==> src/rtl/uart_pkg.sv <==
// Shared UART definitions: parity modes, receiver FSM states and
// the parity check helper used by both receive and transmit paths.
package uart_pkg;

  localparam int PARITY_NONE = 0;
  localparam int PARITY_ODD  = 1;
  localparam int PARITY_EVEN = 2;

  typedef enum logic [2:0] {
    RX_IDLE,
    RX_START,
    RX_DATA,
    RX_PARITY,
    RX_STOP
  } rx_state_t;

  // 1 when the received parity bit does not match the data word.
  // Unused upper data bits must be zero.
  function automatic logic par_bad(
    input logic [7:0] data,
    input logic       pbit,
    input logic [1:0] mode
  );
    logic x;
    x = ^data ^ pbit;
    unique case (mode)
      2'(PARITY_ODD):  par_bad = ~x;
      2'(PARITY_EVEN): par_bad = x;
      default:         par_bad = 1'b0;
    endcase
  endfunction

endpackage

==> src/rtl/uart_rx_sync.sv <==
// RX pin synchroniser plus falling-edge start detector.
// Ports: i_clk, i_rst, i_rx (async) -> o_rx_s (synced), o_start.
module uart_rx_sync #(
  parameter int SYNC_STAGES = 2
) (
  input  logic i_clk,
  input  logic i_rst,
  input  logic i_rx,
  output logic o_rx_s,
  output logic o_start
);

  logic [SYNC_STAGES-1:0] sync_q;
  logic                   prev_s;

  // Flops reset to the idle level so reset never fakes a start edge.
  always_ff @(posedge i_clk) begin
    if (i_rst) begin
      sync_q <= '1;
      prev_s <= 1'b1;
    end else begin
      sync_q <= {sync_q[SYNC_STAGES-2:0], i_rx};
      prev_s <= sync_q[SYNC_STAGES-1];
    end
  end

  assign o_rx_s  = sync_q[SYNC_STAGES-1];
  assign o_start = prev_s & ~o_rx_s;

endmodule

==> src/rtl/uart_rx_frame.sv <==
// Parametrised UART receiver with error pulses and valid/ready output.
// Ports: i_clk, i_rst, i_rx -> o_data/o_valid (i_ready handshake),
//   o_frame_err, o_parity_err, o_overrun pulses; o_break when
//   UART_RX_BREAK_DETECT_EN is defined.
module uart_rx_frame
  import uart_pkg::*;
#(
  parameter int CLK_PER_BIT = 16,
  parameter int DATA_BITS   = 8,
  parameter int PARITY      = 0,
  parameter int STOP_BITS   = 1,
  parameter int SYNC_STAGES = 2
) (
  input  logic                 i_clk,
  input  logic                 i_rst,
  input  logic                 i_rx,
  output logic [DATA_BITS-1:0] o_data,
  output logic                 o_valid,
  input  logic                 i_ready,
  output logic                 o_frame_err,
  output logic                 o_parity_err,
  output logic                 o_overrun
`ifdef UART_RX_BREAK_DETECT_EN
  ,output logic                o_break
`endif
);

  localparam int CNT_W = $clog2(CLK_PER_BIT);
  localparam int BIT_W = $clog2(DATA_BITS);
  localparam logic [CNT_W-1:0] SAMPLE =
    CNT_W'(CLK_PER_BIT / 2);
  localparam logic [CNT_W-1:0] LAST =
    CNT_W'(CLK_PER_BIT - 1);
  localparam logic [BIT_W-1:0] LAST_BIT =
    BIT_W'(DATA_BITS - 1);
  localparam logic STOP_LAST = 1'(STOP_BITS - 1);

  logic rx_s, start;

  uart_rx_sync #(
    .SYNC_STAGES(SYNC_STAGES)
  ) u_sync (
    .i_clk  (i_clk),
    .i_rst  (i_rst),
    .i_rx   (i_rx),
    .o_rx_s (rx_s),
    .o_start(start)
  );

  rx_state_t            state, state_d;
  logic [CNT_W-1:0]     cnt, cnt_d;
  logic [BIT_W-1:0]     bit_idx, bit_d;
  logic                 stop_idx, stop_d;
  logic [DATA_BITS-1:0] shift, shift_d;
  logic                 pbad, pbad_d;
  logic [DATA_BITS-1:0] data_d;
  logic                 valid_d, ferr_d, perr_d, ovr_d;
  logic                 commit, tick, wrap;
`ifdef UART_RX_BREAK_DETECT_EN
  logic                 any1, any1_d;
  logic                 bwait, bwait_d;
  logic                 brk_d;
`endif

  assign tick = (cnt == SAMPLE);
  assign wrap = (cnt == LAST);

  always_comb begin
    state_d  = state;
    cnt_d    = cnt;
    bit_d    = bit_idx;
    stop_d   = stop_idx;
    shift_d  = shift;
    pbad_d   = pbad;
    commit   = 1'b0;
    ferr_d   = 1'b0;
    perr_d   = 1'b0;
`ifdef UART_RX_BREAK_DETECT_EN
    any1_d   = any1;
    bwait_d  = bwait;
    brk_d    = 1'b0;
`endif
    if (state != RX_IDLE)
      cnt_d = wrap ? '0 : cnt + 1'b1;
    unique case (state)
      RX_IDLE: begin
`ifdef UART_RX_BREAK_DETECT_EN
        // Hold off after a break until the line returns high.
        if (bwait && rx_s) bwait_d = 1'b0;
        if (start && !bwait) begin
          any1_d = 1'b0;
`else
        if (start) begin
`endif
          state_d = RX_START;
          cnt_d   = '0;
          bit_d   = '0;
          stop_d  = 1'b0;
          pbad_d  = 1'b0;
        end
      end
      RX_START: begin
        if (tick && rx_s) state_d = RX_IDLE;
        else if (wrap)    state_d = RX_DATA;
      end
      RX_DATA: begin
        if (tick) begin
          shift_d[bit_idx] = rx_s;
`ifdef UART_RX_BREAK_DETECT_EN
          if (rx_s) any1_d = 1'b1;
`endif
        end
        if (wrap) begin
          if (bit_idx == LAST_BIT)
            state_d = (PARITY != PARITY_NONE) ?
                      RX_PARITY : RX_STOP;
          else
            bit_d = bit_idx + 1'b1;
        end
      end
      RX_PARITY: begin
        if (tick) begin
          pbad_d = par_bad(8'(shift), rx_s, 2'(PARITY));
`ifdef UART_RX_BREAK_DETECT_EN
          if (rx_s) any1_d = 1'b1;
`endif
        end
        if (wrap) state_d = RX_STOP;
      end
      RX_STOP: begin
        if (tick) begin
          if (!rx_s) begin
            ferr_d  = 1'b1;
            state_d = RX_IDLE;
`ifdef UART_RX_BREAK_DETECT_EN
            brk_d   = !any1;
            bwait_d = !any1;
`endif
          end else if (stop_idx == STOP_LAST) begin
            perr_d  = pbad;
            commit  = !pbad;
            state_d = RX_IDLE;
          end
        end
        if (wrap) stop_d = 1'b1;
      end
      default: state_d = RX_IDLE;
    endcase
  end

  // Output handshake: a commit while the consumer is taking the old
  // word reloads immediately; otherwise a pending word blocks it.
  always_comb begin
    data_d  = o_data;
    valid_d = o_valid;
    ovr_d   = 1'b0;
    if (o_valid && i_ready) valid_d = 1'b0;
    if (commit) begin
      if (!o_valid || i_ready) begin
        data_d  = shift;
        valid_d = 1'b1;
      end else begin
        ovr_d = 1'b1;
      end
    end
  end

  always_ff @(posedge i_clk) begin
    if (i_rst) begin
      state        <= RX_IDLE;
      cnt          <= '0;
      bit_idx      <= '0;
      stop_idx     <= 1'b0;
      shift        <= '0;
      pbad         <= 1'b0;
      o_data       <= '0;
      o_valid      <= 1'b0;
      o_frame_err  <= 1'b0;
      o_parity_err <= 1'b0;
      o_overrun    <= 1'b0;
`ifdef UART_RX_BREAK_DETECT_EN
      any1         <= 1'b0;
      bwait        <= 1'b0;
      o_break      <= 1'b0;
`endif
    end else begin
      state        <= state_d;
      cnt          <= cnt_d;
      bit_idx      <= bit_d;
      stop_idx     <= stop_d;
      shift        <= shift_d;
      pbad         <= pbad_d;
      o_data       <= data_d;
      o_valid      <= valid_d;
      o_frame_err  <= ferr_d;
      o_parity_err <= perr_d;
      o_overrun    <= ovr_d;
`ifdef UART_RX_BREAK_DETECT_EN
      any1         <= any1_d;
      bwait        <= bwait_d;
      o_break      <= brk_d;
`endif
    end
  end

endmodule

==> config.mk <==
export PLATFORM = sky130hd
export DESIGN_NAME = uart_rx_frame
export DESIGN_NICKNAME = d
export VERILOG_FILES = /design/src/rtl/uart_pkg.sv /design/src/rtl/uart_rx_sync.sv /design/src/rtl/uart_rx_frame.sv
export SDC_FILE = /design/constraint.sdc
export NUM_CORES = 1
export LEC_CHECK = 0
export CAP_MARGIN = 20
export CORE_UTILIZATION = 55
export DETAILED_ROUTE_END_ITERATION = 10
export HOLD_SLACK_MARGIN = 0.08
export PLACE_DENSITY = 0.9
export SLEW_MARGIN = 25
export SYNTH_ARGS = -nofsm -noshare
export SYNTH_HDL_FRONTEND = slang
export SYNTH_HIERARCHICAL = 1
export SYNTH_SLANG_ARGS = --single-unit
==> constraint.sdc <==
create_clock -name i_clk -period 1.9 [get_ports i_clk]
set_clock_uncertainty 0.1 [all_clocks]
set_input_delay 0.38 -clock i_clk [delete_from_list [all_inputs] [get_ports i_clk]]
set_output_delay 0.38 -clock i_clk [all_outputs]
set_load 0.005 [all_outputs]
# Word level (Yosys, flattened, before mapping)
# Index checks and enable logic that the tools add are counted.
# classes
n_eq_ne,17
reduce_logical,20
order_cmp,2
bitwise,5
n_addsub,2
mux,35
# op_table
cell,n
3-bit 2-to-1 mux,12
4-bit 2-to-1 mux,4
"2-bit != test, second input constant",8
3-bit case mux with 5 select lines,1
1-bit 2-to-1 mux,13
8-bit bitwise mux,1
"4-bit == test, second input constant",2
7-bit AND reduction,1
"3-bit by 2-bit == test with 1-bit output, second input constant",2
"3-bit == test, second input constant",2
"3-bit != test, second input constant",2
3-bit case mux with 2 select lines,1
3-bit AND reduction,2
2-bit nonzero test,3
5-bit OR reduction,1
"4-bit by 1-bit adder with 4-bit output, second input constant",1
"3-bit by 4-bit < comparator with 1-bit output, second input constant",1
1-bit inverter,4
1-bit case mux with 2 select lines,2
2-bit AND reduction,2
4-bit AND reduction,1
"3-bit by 1-bit adder with 3-bit output, second input constant",1
1-bit demux with 3-bit select,1
"3-bit by 1-bit == test with 1-bit output, second input constant",1
9 further kinds,12
# totals
register_bits,35
out_inout_bits,12
wordCells,94
input_bits,4

# Logic depth before layout (Yosys ltp)
# depth
depth_word,7
ltp_mapped,6
depth_no_buf,5

# Cells and area by module
# Netlist, hierarchy kept.
# by_module_without_submodules
mod,area_per_inst_um2,instances,seq_area_each_um2,cells_each
uart_rx_frame,1435.1,1,600.6,149
uart_rx_sync,85.1,1,60.1,7

# Worst setup path before layout
# Ideal clock, no wire load.
# synth_path
path_kind,reg-to-reg
start,register state[0]
end,register shift[0]
path_stages_with_launch,6
slack_ns,0.329
n_path_buf,2
t_arrival_ns,1.399
setup_ns,0.072
required_time_ns,1.728
period_less_slack_ns,1.571
path_cell_list,dfxtp_1 -> buf_6 -> or3b_1 -> buf_6 -> nor4_1 -> mux2i_1
# synth_via
elab_chain_cells,2
# synth_rtl
element,line,rtl
"start, declared",uart_rx_frame.sv:50,"rx_state_t state, state_d;"
"start signal, assigned",uart_rx_frame.sv:187,state <= state_d;
3-bit by 2-bit == test with 1-bit output,uart_rx_frame.sv:85,unique case (state)
2-bit AND reduction (no line),n/a,
"end signal, assigned",uart_rx_frame.sv:191,shift <= shift_d;
"end, declared",uart_rx_frame.sv:54,"logic [DATA_BITS-1:0] shift, shift_d;"
# No other way between the ends.
# A chain may end at the register's enable or synchronous reset.

# Worst setup path in the final report
# layout_path
start,register state[0]
end,register shift[7]
# Same word-level chain as after synthesis.

==> impl_results.md <==
* Status: completed
* Final Max Slew Viols at 0
* Routed wire per std cell at 13.8 um
* Critical path capture point type: flop
* CP required at 2.05 ns
* Syn avg cell area at 9.74 um^2
* Max clock buf depth at 2
* Placed instance area at 0.00167 mm^2
* Share of cells above drive strength 1 at 8.19%
* Post-Route WL at ~2800 um
* Met1 usage at between 20% and 30%
* CP delay by family, top: simple AND/OR/NAND/NOR gates
* Post-DP HPWL at 2020 um
* Worst Setup Path Type: reg2reg
* Critical path launch point type: flop
* # setup viols final at 0
* Worst min path class: reg2reg
* Clock slew at reported path FFs at 0.09 ns
* Inserted Clock Buffers at 5
* Max_cap viols at 0
* Slowest stage delay, CP at 0.53 ns
* DRC Markers at 0
* Crit-path max FO at 10
* Clock root buffer: clkbuf_4
* Antenna cells at 0
* Sequential fraction of the synthesis area at 43.5%
* FFs w/ async S/R, synth at 0%
* Row Count at 18
* Sink Count at 33
* M2 GR Usage at 35.2%
* Final hold viol count at 0
* Critical Path Slowest Stage Cell: or3b_1
* CTS tree: done
* M3 GR Usage at 5.28%
* Vias at 1,182
* Height of the die at 54.6 um
* Vias per inst at 5.88
* PortBufs at 14
* Clock latency on the worst-skew pair at 0.32 ns
* Initial DRC count at 13
* Total GRT Usage at 21.6%
* Post-route cell area at 0.00173 mm^2
* Die ar. at 0.00298 mm^2
* Pre-antenna DRT Iters at 4
* Total core area at 0.00254 mm^2
* Cell area after synthesis at 0.00152 mm^2
* Fmax at 0.560 GHz
* Leak pwr at 0.609 nW
* Worst IR Drop VDD at between 0.0006 and 0.0007 V
* Final net count at 179
* Worst-path cell chain: or3b_1, nor4_1, mux2i_1
* Syn Nets at 164
* Final period utilization at 94.0%
* Most used flip-flop cell after synthesis: dfxtp_1
* # H-tree levels at 2
* Setup repair after global routing missed its margin: true
* Overall die width at 54.6 um
* Share of the synthesized area in the top cell type at 43.5%
* Top-level port count at 16
* Min cycle time layout at 1.79 ns
* Number of distinct library cells after synthesis at 40
* Post-Syn Instances at 156
* Initial antenna violation count at 0
* GPL Wtd Cong at 0.868
* Buf+Inv Stages, Crit Path at 0
* CTS Hold Bufs at 0
* Tot Pwr at 0.00114 W
* Starting Density at between 50 and 60%
* Antenna viol nets, final at 0
* Layer carrying the most global-route usage: met2
* Synth-to-Final Area Change at 13.7%
* Total grt overflow at 0
* Synth Warn # at 6
* Synth top area cells: dfxtp_1, mux2i_1, nand2b_1
* First-pass GRT wire length at approximately 4400 um
* Number of synthesized flops with an enable pin at 0
* Cell taking the most area after synthesis: dfxtp_1
* Seq cells post-synth at 33
* Largest net degree at the start of global routing at 21
* Hold slack at 0.316 ns
* PwrDens at 659 mW/mm^2
* Vias in the first global route at 1,068
* Worst EP arrival at 1.93 ns
==> report_power, final <==
| part | total, W | leakage (nW) | internal [W] | switching [W] |
|---|---|---|---|---|
| Sequential | 0.000703 | 0.266 | 0.000696 | 0.00000673 |
| Clock | 0.000387 | 0.0314 | 0.000174 | 0.000212 |
| Combinational | 0.0000500 | 0.311 | 0.0000255 | 0.0000246 |
| Total | 0.00114 | 0.609 | 0.000896 | 0.000244 |
==> path summary, 6_finish.rpt <==
path,endpoint,from,slack [ns],cells past startpoint
worst max-delay path,shift[7],state[0],0.11,3
worst min register to register,u_sync/sync_q[1],u_sync/sync_q[0],0.32,1
worst max register to register,shift[7],state[0],0.11,3
worst min-delay path,u_sync/sync_q[1],u_sync/sync_q[0],0.32,1
==> sequential cells by signal, summed over array words and instances (netlist names) <==
register       count
o_data             8
shift              8
cnt                4
bit_idx            3
state              3
u_sync/sync_q      2
o_frame_err        1
o_overrun          1
o_valid            1
stop_idx           1
u_sync/prev_s      1
==> routing by layer <==
| metal | vias to the layer above | wire length [um] |
|---|---|---|
| met5 | - | 0 |
| li1 | 584 | - |
| met3 | 13 | 121 |
| met1 | 547 | 1190 |
| met4 | 0 | 76 |
| met2 | 38 | 1390 |
==> worst register-to-register path: stages, from the launching register on <==
cell	delay (ns)
dfxtp_1	0.41
or3b_1	0.53
nor4_1	0.41
mux2i_1	0.25
==> cells by family after synthesis <==
kind of cell / synth area share [%]
other: 0.247
AO/OA/AOI/OAI: 7.41
adder cells (fa/ha/maj): 3.29
AND/OR/NAND/NOR: 28.1
multiplexers: 12.5
flip-flops: 43.5
buffers and inverters: 4.94
==> through the flow <==
step / instances / setup slack, ns / utilization, % / TNS [ns]
floorplan: 156 / 0.329 / - / 0
global placement: 194 / 0.118 / 65.5 / 0
detailed placement: 194 / 0.0252 / 65.5 / 0
CTS: 201 / 0.120 / 67.7 / 0
global route: 201 / -0.0129 / 67.9 / -0.0179
finish: 201 / 0.114 / 67.9 / 0
==> synthesized netlist by cell type (all sizes together), types with 2 or more instances <==
library cell	instances
dfxtp	33
nand2b	24
mux2i	19
nor4	8
a21oi	5
buf	5
clkbuf	5
nand2	5
ha	4
inv	4
nand3	4
or2	4
nor2	3
a311oi	2
and3	2
and3b	2
nand3b	2
nor2b	2
nor3	2
o2111ai	2
o21ai	2
or3	2
or3b	2
==> placed cells by master, fill, tap and decap left out, types with 4 or more instances in the layout <==
cell and count:
dfxtp_1 33, nand2b_1 24, mux2i_1 19, clkdlybuf4s50_1 14
nor4_1 7, nand2_1 5, a21oi_1 5, clkbuf_4 5
inv_1 4, nand3_1 4, ha_1 4, buf_4 4
==> area by class of cell <==
cell class | count | area [um^2]
timing repair buffer | 18 | 170
clock buffer | 7 | 55.1
tap | 30 | 37.5
sequential | 33 | 661
fill | 199 | 816
inverter | 4 | 15.0
multi-input combinational | 109 | 791
==> timing repair <==
action,4_1_cts,5_1_grt
resized for setup,0,1
buffers inserted,0,0
setup endpoints to repair,0,1
Power figures use the tool's default switching activity.
